**src/rtl/wb_stream_hub.sv**
```systemverilog
// wb_stream_hub: Wishbone slave that bridges a 32-bit CPU I/O bus to NCH
// byte-wide ready/valid stream channels. Each channel owns a TX FIFO
// (CPU -> stream) and an RX FIFO (stream -> CPU). Registers per channel
// (16-byte stride): DATA, STATUS, LEVEL, IE. One combined, registered irq.
module wb_stream_hub #(
    parameter int NCH        = 2,
    parameter int DEPTH_LOG2 = 4,
    parameter int ADDR_WIDTH = 8
) (
    input  logic                  clk,
    input  logic                  rst,
    input  logic [ADDR_WIDTH-1:0] adr_i,
    input  logic [31:0]           dat_i,
    output logic [31:0]           dat_o,
    input  logic                  we_i,
    input  logic [3:0]            sel_i,
    input  logic                  stb_i,
    input  logic                  cyc_i,
    output logic                  ack_o,
    output logic                  irq,
    output logic [NCH*8-1:0]      tx_data,
    output logic [NCH-1:0]        tx_valid,
    input  logic [NCH-1:0]        tx_ready,
    input  logic [NCH*8-1:0]      rx_data,
    input  logic [NCH-1:0]        rx_valid,
    output logic [NCH-1:0]        rx_ready
);

    localparam int DEPTH = 1 << DEPTH_LOG2;
    localparam int PTR_W = DEPTH_LOG2;
    localparam int CNT_W = DEPTH_LOG2 + 1;
    localparam int CH_W  = ADDR_WIDTH - 4;

    localparam logic [1:0] REG_DATA   = 2'd0;
    localparam logic [1:0] REG_STATUS = 2'd1;
    localparam logic [1:0] REG_LEVEL  = 2'd2;
    localparam logic [1:0] REG_IE     = 2'd3;

    // Bus decode shared by all channels
    logic            acc_s;
    logic [CH_W-1:0] ch_idx_s;
    logic [1:0]      reg_sel_s;
    logic            ch_valid_s;
    logic [31:0]     rd_word_s;

    // Registered bus outputs and interrupt
    logic            ack_r;
    logic [31:0]     dat_r;
    logic            irq_r;

    // Per-channel read words and interrupt conditions
    logic [NCH-1:0][31:0] data_word_s;
    logic [NCH-1:0][31:0] status_word_s;
    logic [NCH-1:0][31:0] level_word_s;
    logic [NCH-1:0][31:0] ie_word_s;
    logic [NCH-1:0]       irq_cond_s;

    // Address bits below the word and data bits above the flush controls
    // carry no meaning for this block.
    logic unused_bits_s;
    assign unused_bits_s = &{1'b0, adr_i[1:0], sel_i[3:2], dat_i[31:10]};

    // Transaction acceptance and address split
    always_comb begin
        acc_s      = cyc_i & stb_i & ~ack_r;
        ch_idx_s   = adr_i[ADDR_WIDTH-1:4];
        reg_sel_s  = adr_i[3:2];
        ch_valid_s = ({{(32-CH_W){1'b0}}, ch_idx_s} < 32'(NCH));
    end

    // Read-data mux; out-of-range channels and writes return zero
    always_comb begin
        rd_word_s = 32'h0000_0000;
        for (int i = 0; i < NCH; i++) begin
            if (!we_i && ch_valid_s && (ch_idx_s == CH_W'(i))) begin
                case (reg_sel_s)
                    REG_DATA:   rd_word_s = data_word_s[i];
                    REG_STATUS: rd_word_s = status_word_s[i];
                    REG_LEVEL:  rd_word_s = level_word_s[i];
                    REG_IE:     rd_word_s = ie_word_s[i];
                    default:    rd_word_s = 32'h0000_0000;
                endcase
            end else begin
                rd_word_s = rd_word_s;
            end
        end
    end

    // Single-cycle acknowledge with read data captured at the accept edge
    always_ff @(posedge clk or posedge rst) begin
        if (rst) begin
            ack_r <= 1'b0;
            dat_r <= 32'h0000_0000;
        end else begin
            ack_r <= acc_s;
            dat_r <= acc_s ? rd_word_s : 32'h0000_0000;
        end
    end

    // Combined interrupt, sampled from the state before each edge
    always_ff @(posedge clk or posedge rst) begin
        if (rst) begin
            irq_r <= 1'b0;
        end else begin
            irq_r <= |irq_cond_s;
        end
    end

    assign ack_o = ack_r;
    assign dat_o = dat_r;
    assign irq   = irq_r;

    for (genvar c = 0; c < NCH; c++) begin : g_ch
        logic [7:0]       tx_mem_r [DEPTH];
        logic [7:0]       rx_mem_r [DEPTH];
        logic [PTR_W-1:0] tx_wr_r;
        logic [PTR_W-1:0] tx_rd_r;
        logic [PTR_W-1:0] rx_wr_r;
        logic [PTR_W-1:0] rx_rd_r;
        logic [CNT_W-1:0] tx_cnt_r;
        logic [CNT_W-1:0] rx_cnt_r;
        logic             txdrop_r;
        logic [1:0]       ie_r;

        logic hit_s;
        logic tx_full_s;
        logic tx_empty_s;
        logic rx_full_s;
        logic rx_empty_s;
        logic tx_wr_req_s;
        logic tx_push_s;
        logic tx_drop_s;
        logic tx_pop_s;
        logic tx_flush_s;
        logic rx_push_s;
        logic rx_pop_s;
        logic rx_flush_s;
        logic drop_clr_s;
        logic ie_wr_s;

        // Channel-local decode; full/empty come from pre-edge counts
        always_comb begin
            hit_s       = acc_s & ch_valid_s & (ch_idx_s == CH_W'(c));
            tx_full_s   = (tx_cnt_r == CNT_W'(DEPTH));
            tx_empty_s  = (tx_cnt_r == {CNT_W{1'b0}});
            rx_full_s   = (rx_cnt_r == CNT_W'(DEPTH));
            rx_empty_s  = (rx_cnt_r == {CNT_W{1'b0}});
            tx_wr_req_s = hit_s & we_i & (reg_sel_s == REG_DATA) & sel_i[0];
            tx_push_s   = tx_wr_req_s & ~tx_full_s;
            tx_drop_s   = tx_wr_req_s & tx_full_s;
            tx_pop_s    = ~tx_empty_s & tx_ready[c];
            tx_flush_s  = hit_s & we_i & (reg_sel_s == REG_STATUS) & sel_i[1] & dat_i[9];
            rx_flush_s  = hit_s & we_i & (reg_sel_s == REG_STATUS) & sel_i[1] & dat_i[8];
            drop_clr_s  = hit_s & we_i & (reg_sel_s == REG_STATUS) & sel_i[0] & dat_i[4];
            rx_push_s   = rx_valid[c] & ~rx_full_s;
            rx_pop_s    = hit_s & ~we_i & (reg_sel_s == REG_DATA) & ~rx_empty_s;
            ie_wr_s     = hit_s & we_i & (reg_sel_s == REG_IE) & sel_i[0];
        end

        // TX FIFO storage; no reset needed since pointers gate visibility
        always_ff @(posedge clk) begin
            if (tx_push_s) begin
                tx_mem_r[tx_wr_r] <= dat_i[7:0];
            end
        end

        // RX FIFO storage
        always_ff @(posedge clk) begin
            if (rx_push_s) begin
                rx_mem_r[rx_wr_r] <= rx_data[8*c +: 8];
            end
        end

        // TX pointers and count; a flush overrides any concurrent pop
        always_ff @(posedge clk or posedge rst) begin
            if (rst) begin
                tx_wr_r  <= {PTR_W{1'b0}};
                tx_rd_r  <= {PTR_W{1'b0}};
                tx_cnt_r <= {CNT_W{1'b0}};
            end else if (tx_flush_s) begin
                tx_wr_r  <= {PTR_W{1'b0}};
                tx_rd_r  <= {PTR_W{1'b0}};
                tx_cnt_r <= {CNT_W{1'b0}};
            end else begin
                if (tx_push_s) begin
                    tx_wr_r <= tx_wr_r + PTR_W'(1'b1);
                end
                if (tx_pop_s) begin
                    tx_rd_r <= tx_rd_r + PTR_W'(1'b1);
                end
                case ({tx_push_s, tx_pop_s})
                    2'b10:   tx_cnt_r <= tx_cnt_r + CNT_W'(1'b1);
                    2'b01:   tx_cnt_r <= tx_cnt_r - CNT_W'(1'b1);
                    default: tx_cnt_r <= tx_cnt_r;
                endcase
            end
        end

        // RX pointers and count; a flush discards a byte handshaked on the same edge
        always_ff @(posedge clk or posedge rst) begin
            if (rst) begin
                rx_wr_r  <= {PTR_W{1'b0}};
                rx_rd_r  <= {PTR_W{1'b0}};
                rx_cnt_r <= {CNT_W{1'b0}};
            end else if (rx_flush_s) begin
                rx_wr_r  <= {PTR_W{1'b0}};
                rx_rd_r  <= {PTR_W{1'b0}};
                rx_cnt_r <= {CNT_W{1'b0}};
            end else begin
                if (rx_push_s) begin
                    rx_wr_r <= rx_wr_r + PTR_W'(1'b1);
                end
                if (rx_pop_s) begin
                    rx_rd_r <= rx_rd_r + PTR_W'(1'b1);
                end
                case ({rx_push_s, rx_pop_s})
                    2'b10:   rx_cnt_r <= rx_cnt_r + CNT_W'(1'b1);
                    2'b01:   rx_cnt_r <= rx_cnt_r - CNT_W'(1'b1);
                    default: rx_cnt_r <= rx_cnt_r;
                endcase
            end
        end

        // Sticky TX drop flag and interrupt enables
        always_ff @(posedge clk or posedge rst) begin
            if (rst) begin
                txdrop_r <= 1'b0;
                ie_r     <= 2'b00;
            end else begin
                if (tx_drop_s) begin
                    txdrop_r <= 1'b1;
                end else if (drop_clr_s) begin
                    txdrop_r <= 1'b0;
                end
                if (ie_wr_s) begin
                    ie_r <= dat_i[1:0];
                end
            end
        end

        assign tx_data[8*c +: 8] = tx_mem_r[tx_rd_r];
        assign tx_valid[c]       = ~tx_empty_s;
        assign rx_ready[c]       = ~rx_full_s;

        assign data_word_s[c]   = rx_empty_s ? 32'h0000_0000
                                             : {1'b1, 23'h00_0000, rx_mem_r[rx_rd_r]};
        assign status_word_s[c] = {27'h000_0000, txdrop_r, tx_full_s, tx_empty_s,
                                   rx_full_s, ~rx_empty_s};
        assign level_word_s[c]  = {16'(tx_cnt_r), 16'(rx_cnt_r)};
        assign ie_word_s[c]     = {30'h0000_0000, ie_r};
        assign irq_cond_s[c]    = (ie_r[0] & ~rx_empty_s) | (ie_r[1] & tx_empty_s);
    end

endmodule
```
**config.mk**
```make
export PLATFORM = sky130hd
export DESIGN_NAME = wb_stream_hub
export DESIGN_NICKNAME = d
export VERILOG_FILES = /design/src/rtl/wb_stream_hub.sv
export SDC_FILE = /design/constraint.sdc
export NUM_CORES = 1
export LEC_CHECK = 0
export ABC_CLOCK_PERIOD_IN_PS = 6260
export BUFFER_PORTS_ARGS = -buffer_cell sky130_fd_sc_hd__buf_2
export CORE_MARGIN = 5
export CORE_UTILIZATION = 60
export DETAILED_ROUTE_END_ITERATION = 12
export GPL_ROUTABILITY_DRIVEN = 0
export GPL_TIMING_DRIVEN = 0
export HOLD_SLACK_MARGIN = 0.15
export PLACE_DENSITY = 0.78
export SLEW_MARGIN = 10
export SYNTH_ARGS = -nofsm -noshare
export SYNTH_HDL_FRONTEND = slang
export SYNTH_SLANG_ARGS = --single-unit
```
**constraint.sdc**
```tcl
create_clock -name clk -period 6.26 [get_ports clk]
set_clock_uncertainty 0.15 [all_clocks]
set_input_delay 1.252 -clock clk [delete_from_list [all_inputs] [get_ports clk]]
set_output_delay 1.252 -clock clk [all_outputs]
set_load 0.02 [all_outputs]
```
==> out/metrics.yaml <==
clockBufferDepth: 3
drt_first_pass_iters: 5
setup_tns_ns: 0
switching_share_pct: 28.20
min-delay-start: "g_ch[0].txdrop_r$_DFFE_PP0P_"
min_period_ns: 4.930
ctsHoldBuffers: 0
ir_worst_vdd_mv: 0.2290
die_y_um: 211
wirelength_um: 52720
critPathKind: "flip-flop to primary output"
die_x_um: 211
required_ns: 4.86
holdPathStages: 2
power_density_nw_per_um2: 376.0
rows: 73
ys_seq_area_share_pct: 71.06
outcome: "completed"
timing.rr.end: "g_ch[0].rx_cnt_r[4]$_DFFE_PP0P_"
final_nets: 1596
p_clk_share_pct: 31.9
post-synth-top-count-cell: "edfxtp_1"
max_freq_ghz: 0.2028
max_cap_viol_count: 0
cp_common_cell: "mux4_2"
synthTopCellsByCount: "edfxtp_1, mux4_2, nor2_1"
clk_latency_ns: 0.60
synth-seq-cells: 586
p_sw_uw: 2893
cts-resized-gates: 0
tritoncts: "built"
whs_endpoint: "g_ch[0].txdrop_r$_DFFE_PP0P_"
tightestPinTransition_ns: 1.140
worstPathMaxFanout: 10
hpwl_um: 34310
power_frac_seq_pct: 45.9
grt_max_degree: 51
syn_avg_cell_area_um2: 18.16
cpPeakStageDelay_ns: 0.80
ys_types: 60
reg2regPathDepth: 13
antenna_found_initial: 2
internal_power_uw: 7364
r2r_setup_slack_ns: 2.56
dr.first_iter.drc_count: 1307
synth_top_area_share_pct: 63.43
drive_gt1_share_pct: 24.43
wl_per_cell_um: 25.49
first_global_vias: 13085
coreArea_um2: 39820
io_pins: 123
slowest_stage: "buf_1"
hold_viol_final: 0
worstPathArrival_ns: 3.53
crit-reg2reg-launch: "ack_o$_DFF_PP0_"
cp_cell_sequence: "clkbuf_1 -> buf_1 -> mux4_2 -> mux4_2 -> buf_2"
synth_warnings: 0
vias_per_cell: 6.185
cts_root_buf: "clkbuf_16"
cts_made_buffers: 56
synthArstFlopShare_pct: 12.63
power.total_uw: 10260
endpoint_kind: "primary output"
grt_pass1_wl_um: 79430
drc: 0
dpl.cell_count: 1963
relSlewSlack_pct: 23.44
ant_nets: 0
start_kind: "flip-flop"
critical_path.top_delay_family: "buffers and inverters"
postCtsSetupBuffers: 0
pwr-share-comb_pct: 22.2
dr_total_vias: 12790
crit_buf_inv: 3
htree_levels: 2
ys.flop_type: "edfxtp_1"
setup_slack_ns: 1.330
hp-class: "flip-flop to flip-flop"
dp_slack_ns: 1.355
rsz0062_at_grt: "false"
synth_area_um2: 24240
fin_crit_sh_pct: 78.76
yosysTopAreaCell: "edfxtp_1"
die_area_um2: 44520
grt-ovfl-total: 0
synthToLayoutAreaGrowth_pct: 12.52
finalSetupViolations: 0
clkTransAtPathRegs_ns: 0.07
drv_slew: 0
antennaDiodeCount: 0
synth_area_leaders: "edfxtp_1, mux4_2, dfrtp_1"
synth_edf_count: 512
initial_core_util_pct: 60.87
leakagePower_uw: 0.009236
port_buffers: 77
synth_cells: 1335
stdcell_count: 2068
clock_sinks: 586
grt.total_usage_pct: 23.91
[layer usage]
layer | track usage, % | part of all wire, %
met1 | 32.91 | 40
met2 | 39.69 | 50
met3 | 4.946 | 7.6
met4 | 6.752 | 2.4
met5 | 0 | 0.038
[cell families (layout without fill, tap and decap cells)]
logic type | after synthesis | count (layout) | synth area share (%)
AO/OA/AOI/OAI | 112 | 112 | 3.081
buffers and inverters | 116 | 307 | 2.137
AND/OR/NAND/NOR | 270 | 270 | 5.869
XOR/XNOR | 40 | 40 | 1.445
multiplexers | 180 | 180 | 14.78
flip-flops | 586 | 586 | 71.06
adder cells (fa/ha/maj) | 30 | 30 | 1.610
other | 1 | 18 | 0.01547
[area by class of cell]
| cell class | instances | area, µm² |
|---|---|---|
| Buffer | 87 | 409.1 |
| Clock buffer | 67 | 1494 |
| Clock inverter | 37 | 280.3 |
| Fill cell | 2588 | 12550 |
| Inverter | 29 | 111.4 |
| Multi-Input combinational cell | 650 | 6620 |
| Sequential cell | 586 | 17230 |
| Tap cell | 525 | 656.9 |
| Timing Repair Buffer | 87 | 478.0 |
[cells in the final DEF, fill, tap and decap left out, types with 13 or more instances in the layout]
cell type	Yosys	final
clkbuf_16	0	57
buf_1	16	16
nor2_1	76	76
xnor2_1	20	20
clkbuf_1	41	48
conb_1	1	18
and2_1	33	33
a21oi_1	34	34
mux2i_1	26	26
nor2b_1	17	17
o21ai_0	23	23
buf_2	12	90
dfrtp_1	74	74
nand3_1	14	14
buf_4	18	26
ha_1	28	28
mux2_2	13	13
nand2_1	48	48
xor2_1	20	20
inv_1	29	28
edfxtp_1	512	512
mux4_2	141	141
[worst max-delay path by stage]
stage | start | end | slack (ns) | cells after the start
2_1_floorplan | adr_i[4] | g_ch[0].rx_cnt_r[4]$_DFFE_PP0P_ | 2.16 | 14
3_3_place_gp | we_i | g_ch[0].rx_cnt_r[4]$_DFFE_PP0P_ | 1.35 | 14
3_5_place_dp | adr_i[7] | g_ch[0].rx_cnt_r[4]$_DFFE_PP0P_ | 1.35 | 14
4_1_cts | g_ch[1].tx_rd_r[0]$_DFFE_PP0P_ | tx_data[12] | 1.22 | 5
5_1_grt | g_ch[0].tx_rd_r[0]$_DFFE_PP0P_ | tx_data[3] | 1.09 | 5
6_report | g_ch[0].tx_rd_r[0]$_DFFE_PP0P_ | tx_data[3] | 1.33 | 5
[worst min-delay path: stages, from the launching register on]
cell and delay (ns):
dfrtp_1 0.35, o21ai_0 0.08, o31ai_1 0.07
[through the flow]
stage                     area [µm²]  utilization [%]  hold slack (ns)
final                          27280            68.49           0.3886
after global routing           27280            68.49           0.4013
after CTS                      27260            68.45           0.3899
after detailed placement       25480            63.99           0.3641
after global placement         25350            63.65           0.3655
after floorplan                24300                -           0.3225
[sequential cells by signal, indices dropped and copies added (netlist names), 10 cells and up]
register	flops
g_ch.tx_cnt_r	10
g_ch.rx_mem_r	256
dat_o	14
g_ch.tx_mem_r	256
g_ch.rx_cnt_r	10
[power groups by stage]
stage / Sequential [µW] / Combinational, µW / Clock, µW
2_1_floorplan: 4730 / 1650 / 0
3_3_place_gp: 4770 / 2210 / 0
3_5_place_dp: 4790 / 2280 / 0
4_1_cts: 4710 / 2300 / 3310
5_1_grt: 4740 / 2460 / 3490
6_report: 4710 / 2280 / 3270
Power figures use the tool's default switching activity.
